$ cat src/rtl/mpu_fetch_pkg.sv
// Shared definitions for the MPU fetch/decode stage: opcodes, FSM states, length table.
// MPU_FETCH_BKPT_EN adds the HALT state used by the breakpoint feature.
package mpu_fetch_pkg;

  localparam logic [3:0] OP_LOAD  = 4'h1;
  localparam logic [3:0] OP_MASK  = 4'h2;
  localparam logic [3:0] OP_JMP   = 4'h3;

  localparam logic [2:0] LEN_MASK = 3'd5;
  localparam logic [2:0] LEN_JMP  = 3'd2;

  typedef enum logic [1:0] {
    ST_IDLE  = 2'd0,
    ST_RUN   = 2'd1,
    ST_ERROR = 2'd2
`ifdef MPU_FETCH_BKPT_EN
    , ST_HALT = 2'd3
`endif
  } fetch_state_e;

  // LOAD length is opcode + register byte + 1/2/4 immediate bytes
  function automatic logic [2:0] load_len(input logic [1:0] size);
    case (size)
      2'd0:    load_len = 3'd3;
      2'd1:    load_len = 3'd4;
      2'd2:    load_len = 3'd6;
      default: load_len = 3'd0;
    endcase
  endfunction

endpackage

$ cat src/rtl/mpu_fetch_decode.sv
// Combinational decoder: 48-bit little-endian fetch window -> instruction fields,
// byte length and an illegal flag (unknown opcode, reserved bits or size set).
module mpu_fetch_decode
  import mpu_fetch_pkg::*;
(
  input  logic [47:0] mem_data_i,
  output logic [3:0]  op_o,
  output logic [1:0]  size_o,
  output logic [19:0] regs_o,
  output logic [31:0] imm_o,
  output logic [2:0]  len_o,
  output logic        illegal_o
);

  logic [1:0] size_s;
  logic [1:0] rsv_s;
  logic [2:0] unused_s;

  assign size_s   = mem_data_i[1:0];
  assign rsv_s    = mem_data_i[3:2];
  assign unused_s = mem_data_i[10:8];

  // Register operands live in the upper five bits of bytes 1..4
  always_comb begin
    op_o      = mem_data_i[7:4];
    size_o    = 2'd0;
    regs_o    = 20'd0;
    imm_o     = 32'd0;
    len_o     = 3'd0;
    illegal_o = 1'b1;
    case (mem_data_i[7:4])
      OP_LOAD: begin
        size_o    = size_s;
        len_o     = load_len(size_s);
        regs_o    = {15'd0, mem_data_i[15:11]};
        illegal_o = (size_s == 2'd3) || (rsv_s != 2'd0);
        case (size_s)
          2'd0:    imm_o = {24'd0, mem_data_i[23:16]};
          2'd1:    imm_o = {16'd0, mem_data_i[31:16]};
          2'd2:    imm_o = mem_data_i[47:16];
          default: imm_o = 32'd0;
        endcase
      end
      OP_MASK: begin
        len_o     = LEN_MASK;
        regs_o    = {mem_data_i[39:35], mem_data_i[31:27], mem_data_i[23:19], mem_data_i[15:11]};
        illegal_o = (mem_data_i[3:0] != 4'd0);
      end
      OP_JMP: begin
        len_o     = LEN_JMP;
        regs_o    = {15'd0, mem_data_i[15:11]};
        illegal_o = (mem_data_i[3:0] != 4'd0);
      end
      default: begin
        illegal_o = 1'b1;
      end
    endcase
  end

endmodule

$ cat src/rtl/mpu_fetch.sv
// MPU fetch/decode stage: PC, FSM, registered valid/ready output and redirect handling.
// Define MPU_FETCH_BKPT_EN to add the breakpoint (bkpt_en/bkpt_addr/resume, HALT state).
module mpu_fetch
  import mpu_fetch_pkg::*;
#(
  parameter logic [15:0] RESET_PC = 16'h0000
) (
  input  logic        sys_clk,
  input  logic        sys_rst_n,
  input  logic        run,
  output logic [15:0] mem_addr,
  input  logic [47:0] mem_data,
  output logic        i_valid,
  input  logic        i_ready,
  output logic [3:0]  i_op,
  output logic [1:0]  i_size,
  output logic [19:0] i_reg,
  output logic [31:0] i_imm,
  output logic [15:0] i_pc,
  input  logic        jmp_valid,
  input  logic [15:0] jmp_addr,
`ifdef MPU_FETCH_BKPT_EN
  input  logic        bkpt_en,
  input  logic [15:0] bkpt_addr,
  input  logic        resume,
`endif
  output logic        error,
  output logic        halted
);

  fetch_state_e state_q, state_d;
  logic [15:0]  pc_q, pc_d;
  logic         valid_q, valid_d;
  logic [3:0]   op_q, op_d;
  logic [1:0]   size_q, size_d;
  logic [19:0]  reg_q, reg_d;
  logic [31:0]  imm_q, imm_d;
  logic [15:0]  ipc_q, ipc_d;
  logic         error_q, error_d;
  logic         skip_q, skip_d;

  logic [3:0]   dec_op_s;
  logic [1:0]   dec_size_s;
  logic [19:0]  dec_regs_s;
  logic [31:0]  dec_imm_s;
  logic [2:0]   dec_len_s;
  logic         dec_illegal_s;
  logic         can_load_s;
  logic         crosses_s;

  mpu_fetch_decode u_decode (
    .mem_data_i (mem_data),
    .op_o       (dec_op_s),
    .size_o     (dec_size_s),
    .regs_o     (dec_regs_s),
    .imm_o      (dec_imm_s),
    .len_o      (dec_len_s),
    .illegal_o  (dec_illegal_s)
  );

  assign can_load_s = !valid_q || i_ready;
  // Ending exactly at 0xFFFF is fine (pc wraps to 0); reaching past it is not
  assign crosses_s  = ({1'b0, pc_q} + {14'd0, dec_len_s}) > 17'h10000;

  // Next-state: FSM, redirect, issue and output-register drain
  always_comb begin
    state_d = state_q;
    pc_d    = pc_q;
    op_d    = op_q;
    size_d  = size_q;
    reg_d   = reg_q;
    imm_d   = imm_q;
    ipc_d   = ipc_q;
    error_d = error_q;
    skip_d  = skip_q;
    if (valid_q && i_ready) begin
      valid_d = 1'b0;
    end else begin
      valid_d = valid_q;
    end
    case (state_q)
      ST_IDLE: begin
        if (jmp_valid) begin
          pc_d    = jmp_addr;
          valid_d = 1'b0;
          skip_d  = 1'b0;
        end else begin
          pc_d = pc_q;
        end
        if (run) begin
          state_d = ST_RUN;
        end else begin
          state_d = ST_IDLE;
        end
      end
      ST_RUN: begin
        if (jmp_valid) begin
          pc_d    = jmp_addr;
          valid_d = 1'b0;
          skip_d  = 1'b0;
          state_d = run ? ST_RUN : ST_IDLE;
        end else if (!run) begin
          state_d = ST_IDLE;
        end else if (!can_load_s) begin
          state_d = ST_RUN;
`ifdef MPU_FETCH_BKPT_EN
        end else if (bkpt_en && (pc_q == bkpt_addr) && !skip_q) begin
          state_d = ST_HALT;
`endif
        end else if (dec_illegal_s || crosses_s) begin
          state_d = ST_ERROR;
          error_d = 1'b1;
        end else begin
          valid_d = 1'b1;
          op_d    = dec_op_s;
          size_d  = dec_size_s;
          reg_d   = dec_regs_s;
          imm_d   = dec_imm_s;
          ipc_d   = pc_q;
          pc_d    = pc_q + {13'd0, dec_len_s};
          skip_d  = 1'b0;
        end
      end
      ST_ERROR: begin
        state_d = ST_ERROR;
      end
`ifdef MPU_FETCH_BKPT_EN
      ST_HALT: begin
        if (jmp_valid) begin
          pc_d    = jmp_addr;
          valid_d = 1'b0;
        end else begin
          pc_d = pc_q;
        end
        // skip lets the breakpointed instruction issue once after resume
        if (resume) begin
          state_d = ST_RUN;
          skip_d  = 1'b1;
        end else begin
          state_d = ST_HALT;
        end
      end
`endif
      default: begin
        state_d = ST_IDLE;
      end
    endcase
  end

  // State and output registers
  always_ff @(posedge sys_clk or negedge sys_rst_n) begin
    if (!sys_rst_n) begin
      state_q <= ST_IDLE;
      pc_q    <= RESET_PC;
      valid_q <= 1'b0;
      op_q    <= 4'd0;
      size_q  <= 2'd0;
      reg_q   <= 20'd0;
      imm_q   <= 32'd0;
      ipc_q   <= 16'd0;
      error_q <= 1'b0;
      skip_q  <= 1'b0;
    end else begin
      state_q <= state_d;
      pc_q    <= pc_d;
      valid_q <= valid_d;
      op_q    <= op_d;
      size_q  <= size_d;
      reg_q   <= reg_d;
      imm_q   <= imm_d;
      ipc_q   <= ipc_d;
      error_q <= error_d;
      skip_q  <= skip_d;
    end
  end

  assign mem_addr = pc_q;
  assign i_valid  = valid_q;
  assign i_op     = op_q;
  assign i_size   = size_q;
  assign i_reg    = reg_q;
  assign i_imm    = imm_q;
  assign i_pc     = ipc_q;
  assign error    = error_q;
`ifdef MPU_FETCH_BKPT_EN
  assign halted   = (state_q == ST_HALT);
`else
  assign halted   = 1'b0;
`endif

endmodule

$ cat config.mk
export PLATFORM = sky130hd
export DESIGN_NAME = mpu_fetch
export DESIGN_NICKNAME = d
export VERILOG_FILES = /design/src/rtl/mpu_fetch_pkg.sv /design/src/rtl/mpu_fetch_decode.sv /design/src/rtl/mpu_fetch.sv
export SDC_FILE = /design/constraint.sdc
export NUM_CORES = 1
export LEC_CHECK = 0
export BUFFER_PORTS_ARGS = -buffer_cell sky130_fd_sc_hd__buf_4
export CORE_MARGIN = 4
export CORE_UTILIZATION = 50
export CTS_CLUSTER_DIAMETER = 100
export CTS_CLUSTER_SIZE = 24
export DETAILED_ROUTE_END_ITERATION = 8
export PLACE_DENSITY_LB_ADDON = 0.08
export SLEW_MARGIN = 10
export SYNTH_ARGS = -nofsm -noshare
export SYNTH_HDL_FRONTEND = slang
export SYNTH_SLANG_ARGS = --single-unit
export TNS_END_PERCENT = 1
$ cat constraint.sdc
create_clock -name sys_clk -period 4.4 [get_ports sys_clk]
set_clock_uncertainty 0.2 [all_clocks]
set_input_delay 0.44 -clock sys_clk [delete_from_list [all_inputs] [get_ports sys_clk]]
set_output_delay 0.44 -clock sys_clk [all_outputs]
set_load 0.005 [all_outputs]
==> impl_metrics.py <==
metrics = {
    "status": {
        "outcome": "finished clean",
    },
    "setup_path": {
        "start_kind": "primary input",
        "r2r_slack_ns": 0.88,
        "arrival_ns": 3.87,
        "reg2reg_to": "i_reg[10]",
        "rr_startpoint": "mem_addr[0]",
        "ff2ff_path_depth": 11,
        "cp.required_ns": 4.46,
        "endpoint_kind": "flip-flop",
        "crit_type": "primary input to flip-flop",
        "path_max_fanout": 61,
    },
    "cts": {
        "cts_tree": "yes",
        "clock-root-buffer": "clkbuf_8",
        "htreeDepth": 3,
        "post-cts-setup-buffers": 0,
        "clk_path_buf_depth": 2,
        "cts_sinks": 94,
        "cts_resized": 0,
        "cts.clk_slew.worst_paths_ns": 0.10,
        "cts_buffers": 9,
        "clk_latency_ns": 0.36,
    },
    "synthesis": {
        "syn-instance-count": 511,
        "ys_async_sr_fraction_pct": 100,
        "synth.distinct_cells": 61,
        "synth_edf_count": 0,
        "ys.flop_type": "dfrtp_1",
        "syn_avg_cell_area_sq_um": 9.12,
        "ys_seq_area_share_pct": 50.5,
        "yosys_warnings": 0,
        "synth_area_sq_um": 4660,
        "synth_seq_cells": 94,
        "synth_nets": 589,
    },
    "power": {
        "leakage_nw": 2.97,
        "power_density_nw_per_um2": 266,
        "ir_drop_v": 0.000191,
    },
    "routing": {
        "finalWirelength_mm": 12.4,
        "post-route-drc-count": 0,
        "antenna_left": 0,
        "first_iter_violations": 180,
        "wl_per_cell_um": 16.1,
        "viasPerCell": 5.37,
        "dr.pass1.iters": 4,
        "dr_total_vias": 4150,
    },
    "die": {
        "die_w_um": 105,
        "start_util_pct": 52.4,
        "die_h_um": 105,
        "num_rows": 34,
        "coreArea_sq_um": 8890,
        "dieArea_sq_um": 10900,
        "pin_count": 162,
    },
    "timing": {
        "post-route-period-util_pct": 86.5,
        "rsz0062_at_grt": "false",
        "worst_slew_pin_slew_ns": 0.829,
        "post-route-min-period_ns": 3.80,
        "setup_violations": 0,
        "hold_viol_final": 0,
        "finalMaxSlewViolations": 0,
        "hold-worst-slack_ns": 0.120,
        "maxSlewHeadroom_pct": 44.6,
        "tns_ns": 0,
        "max_freq_mhz": 263,
    },
    "global_routing": {
        "grt_pass1_vias": 4179,
        "grt_overflow": 0,
        "grt_max_degree": 65,
        "antenna_found_initial": 0,
        "grt_pass1_wl_mm": 21.2,
        "grt_util_all_layers_pct": 23.5,
    },
    "worst_hold_path": {
        "hold_start": "mem_data[41]",
        "hold_path.class": "primary input to flip-flop",
        "hold_end": "i_imm[25]",
        "min_path_cells": 3,
    },
    "final_layout": {
        "final_layout_size_suffix_gt1_share_pct": 31.9,
        "area_delta_synth_final_pct": 31.9,
        "num_antenna_cells": 0,
        "largest_reg_flops": 32,
        "fillCellCount": 745,
        "register_area_sq_um": 2350,
        "multi_input_area_sq_um": 2110,
        "fin_nets": 738,
    },
    "placed_design": {
        "io_buffers": 157,
        "gp_congestion": 0.906,
        "hpwl_mm": 9.19,
    },
    "flow_run": {
        "cap_viol_max_count": 0,
    },
}
==> synth_stat cells, types with 2 or more instances <==
library cell | number | area share [%]
a211oi_1 | 2 | 0.32
a21o_1 | 3 | 0.48
a21oi_1 | 32 | 3.4
a2bb2oi_1 | 2 | 0.38
a31oi_1 | 3 | 0.40
and2_1 | 5 | 0.67
and4_1 | 3 | 0.56
buf_2 | 4 | 0.43
buf_4 | 9 | 1.4
buf_6 | 3 | 0.72
clkbuf_1 | 15 | 1.2
dfrtp_1 | 94 | 50
ha_1 | 8 | 2.1
inv_1 | 8 | 0.64
mux2_2 | 12 | 2.9
mux2_4 | 2 | 0.64
mux2i_1 | 2 | 0.43
nand2_1 | 137 | 11
nand2b_1 | 3 | 0.40
nand3_1 | 9 | 0.97
nand4_1 | 4 | 0.54
nor2_1 | 25 | 2.0
nor3_1 | 5 | 0.54
nor3b_1 | 2 | 0.32
nor4_1 | 4 | 0.54
o211ai_2 | 2 | 0.54
o21a_1 | 2 | 0.32
o21ai_0 | 71 | 7.6
o21ai_1 | 2 | 0.21
o22ai_1 | 4 | 0.54
o31ai_1 | 3 | 0.48
or3_1 | 2 | 0.27
==> cells in the final DEF, fill, tap and decap left out, types with 4 or more instances in the layout <==
cell type and n:
a21oi_1 32, o21ai_0 71, o22ai_1 4, nand2_1 137, and2_1 5, nand3_1 9
buf_4 167, nor3_1 5, mux2_2 12, dfrtp_1 94, nor4_1 4, inv_1 8
nor2_1 25, ha_1 8, nand4_1 4, clkbuf_8 10
==> metrics by stage <==
stage	util, %	std cells	setup slack (ns)	total power, mW	area (sq um)
2_1_floorplan	-	511	0.0142	0.915	4660
3_3_place_gp	66.4	756	0.337	0.988	5910
3_5_place_dp	66.4	756	0.236	0.991	5910
4_1_cts	69.1	773	0.613	1.65	6140
5_1_grt	69.1	773	0.282	1.69	6140
6_report	69.1	773	0.595	1.63	6140
==> how the worst max path moves through the flow <==
stage	startpoint	to
final	mem_data[7]	i_reg[10]
after global routing	mem_data[7]	i_reg[10]
after CTS	mem_data[7]	i_reg[10]
after detailed placement	mem_data[7]	i_reg[10]
after global placement	mem_data[7]	i_imm[21]
after floorplan	mem_data[5]	i_pc[14]
==> worst max-delay path, stage by stage <==
cell,delay (ns)
buf_4,0.12
nor2_1,0.13
nand2_1,0.13
nor2_1,0.29
a21o_1,0.17
ha_1,0.33
a21o_1,0.24
nor2_1,0.37
mux2i_1,0.27
o221ai_2,0.17
nor4_4,0.40
o211ai_4,0.12
buf_12,0.20
buf_4,0.24
o21ai_0,0.23
==> power by group <==
group	leakage, nW	internal [mW]	switching, mW	total (mW)
combinational	1.55	0.0534	0.0520	0.105
sequential	1.30	0.865	0.00360	0.868
clock	0.117	0.340	0.318	0.658
total	2.97	1.26	0.373	1.63
==> per-layer routing <==
metal	vias to the layer above	GRT usage (%)	routed length, um
met5	-	0	0
li1	2066	-	-
met1	1922	31.7	5430
met2	138	39.0	6030
met3	24	4.19	688
met4	0	7.31	280
==> logic make-up (layout without fill, tap and decap cells) <==
family,after synthesis,after routing,synth area share (%)
multiplexers,17,17,4.22
AND/OR/NAND/NOR,209,209,20.1
adder cells (fa/ha/maj),9,9,2.58
AO/OA/AOI/OAI,141,141,17.9
flip-flops,94,94,50.5
other,1,1,0.0805
XOR/XNOR,1,1,0.188
buffers and inverters,39,193,4.46
==> cell type report <==
class / instances / share of cell area [%]
tap: 108 / 2.20
clock buffer: 10 / 2.24
multi-input combinational: 378 / 34.4
clock inverter: 6 / 1.49
sequential: 94 / 38.3
timing repair buffer: 169 / 20.9
inverter: 8 / 0.489
==> what timing repair did <==
| action | 4_1_cts | 5_1_grt |
|---|---|---|
| endpoints found under the hold margin | 36 | 0 |
| hold buffers | 1 | 0 |
| setup endpoints to repair | 0 | 0 |
No activity file was read; power rests on OpenSTA's default activity.
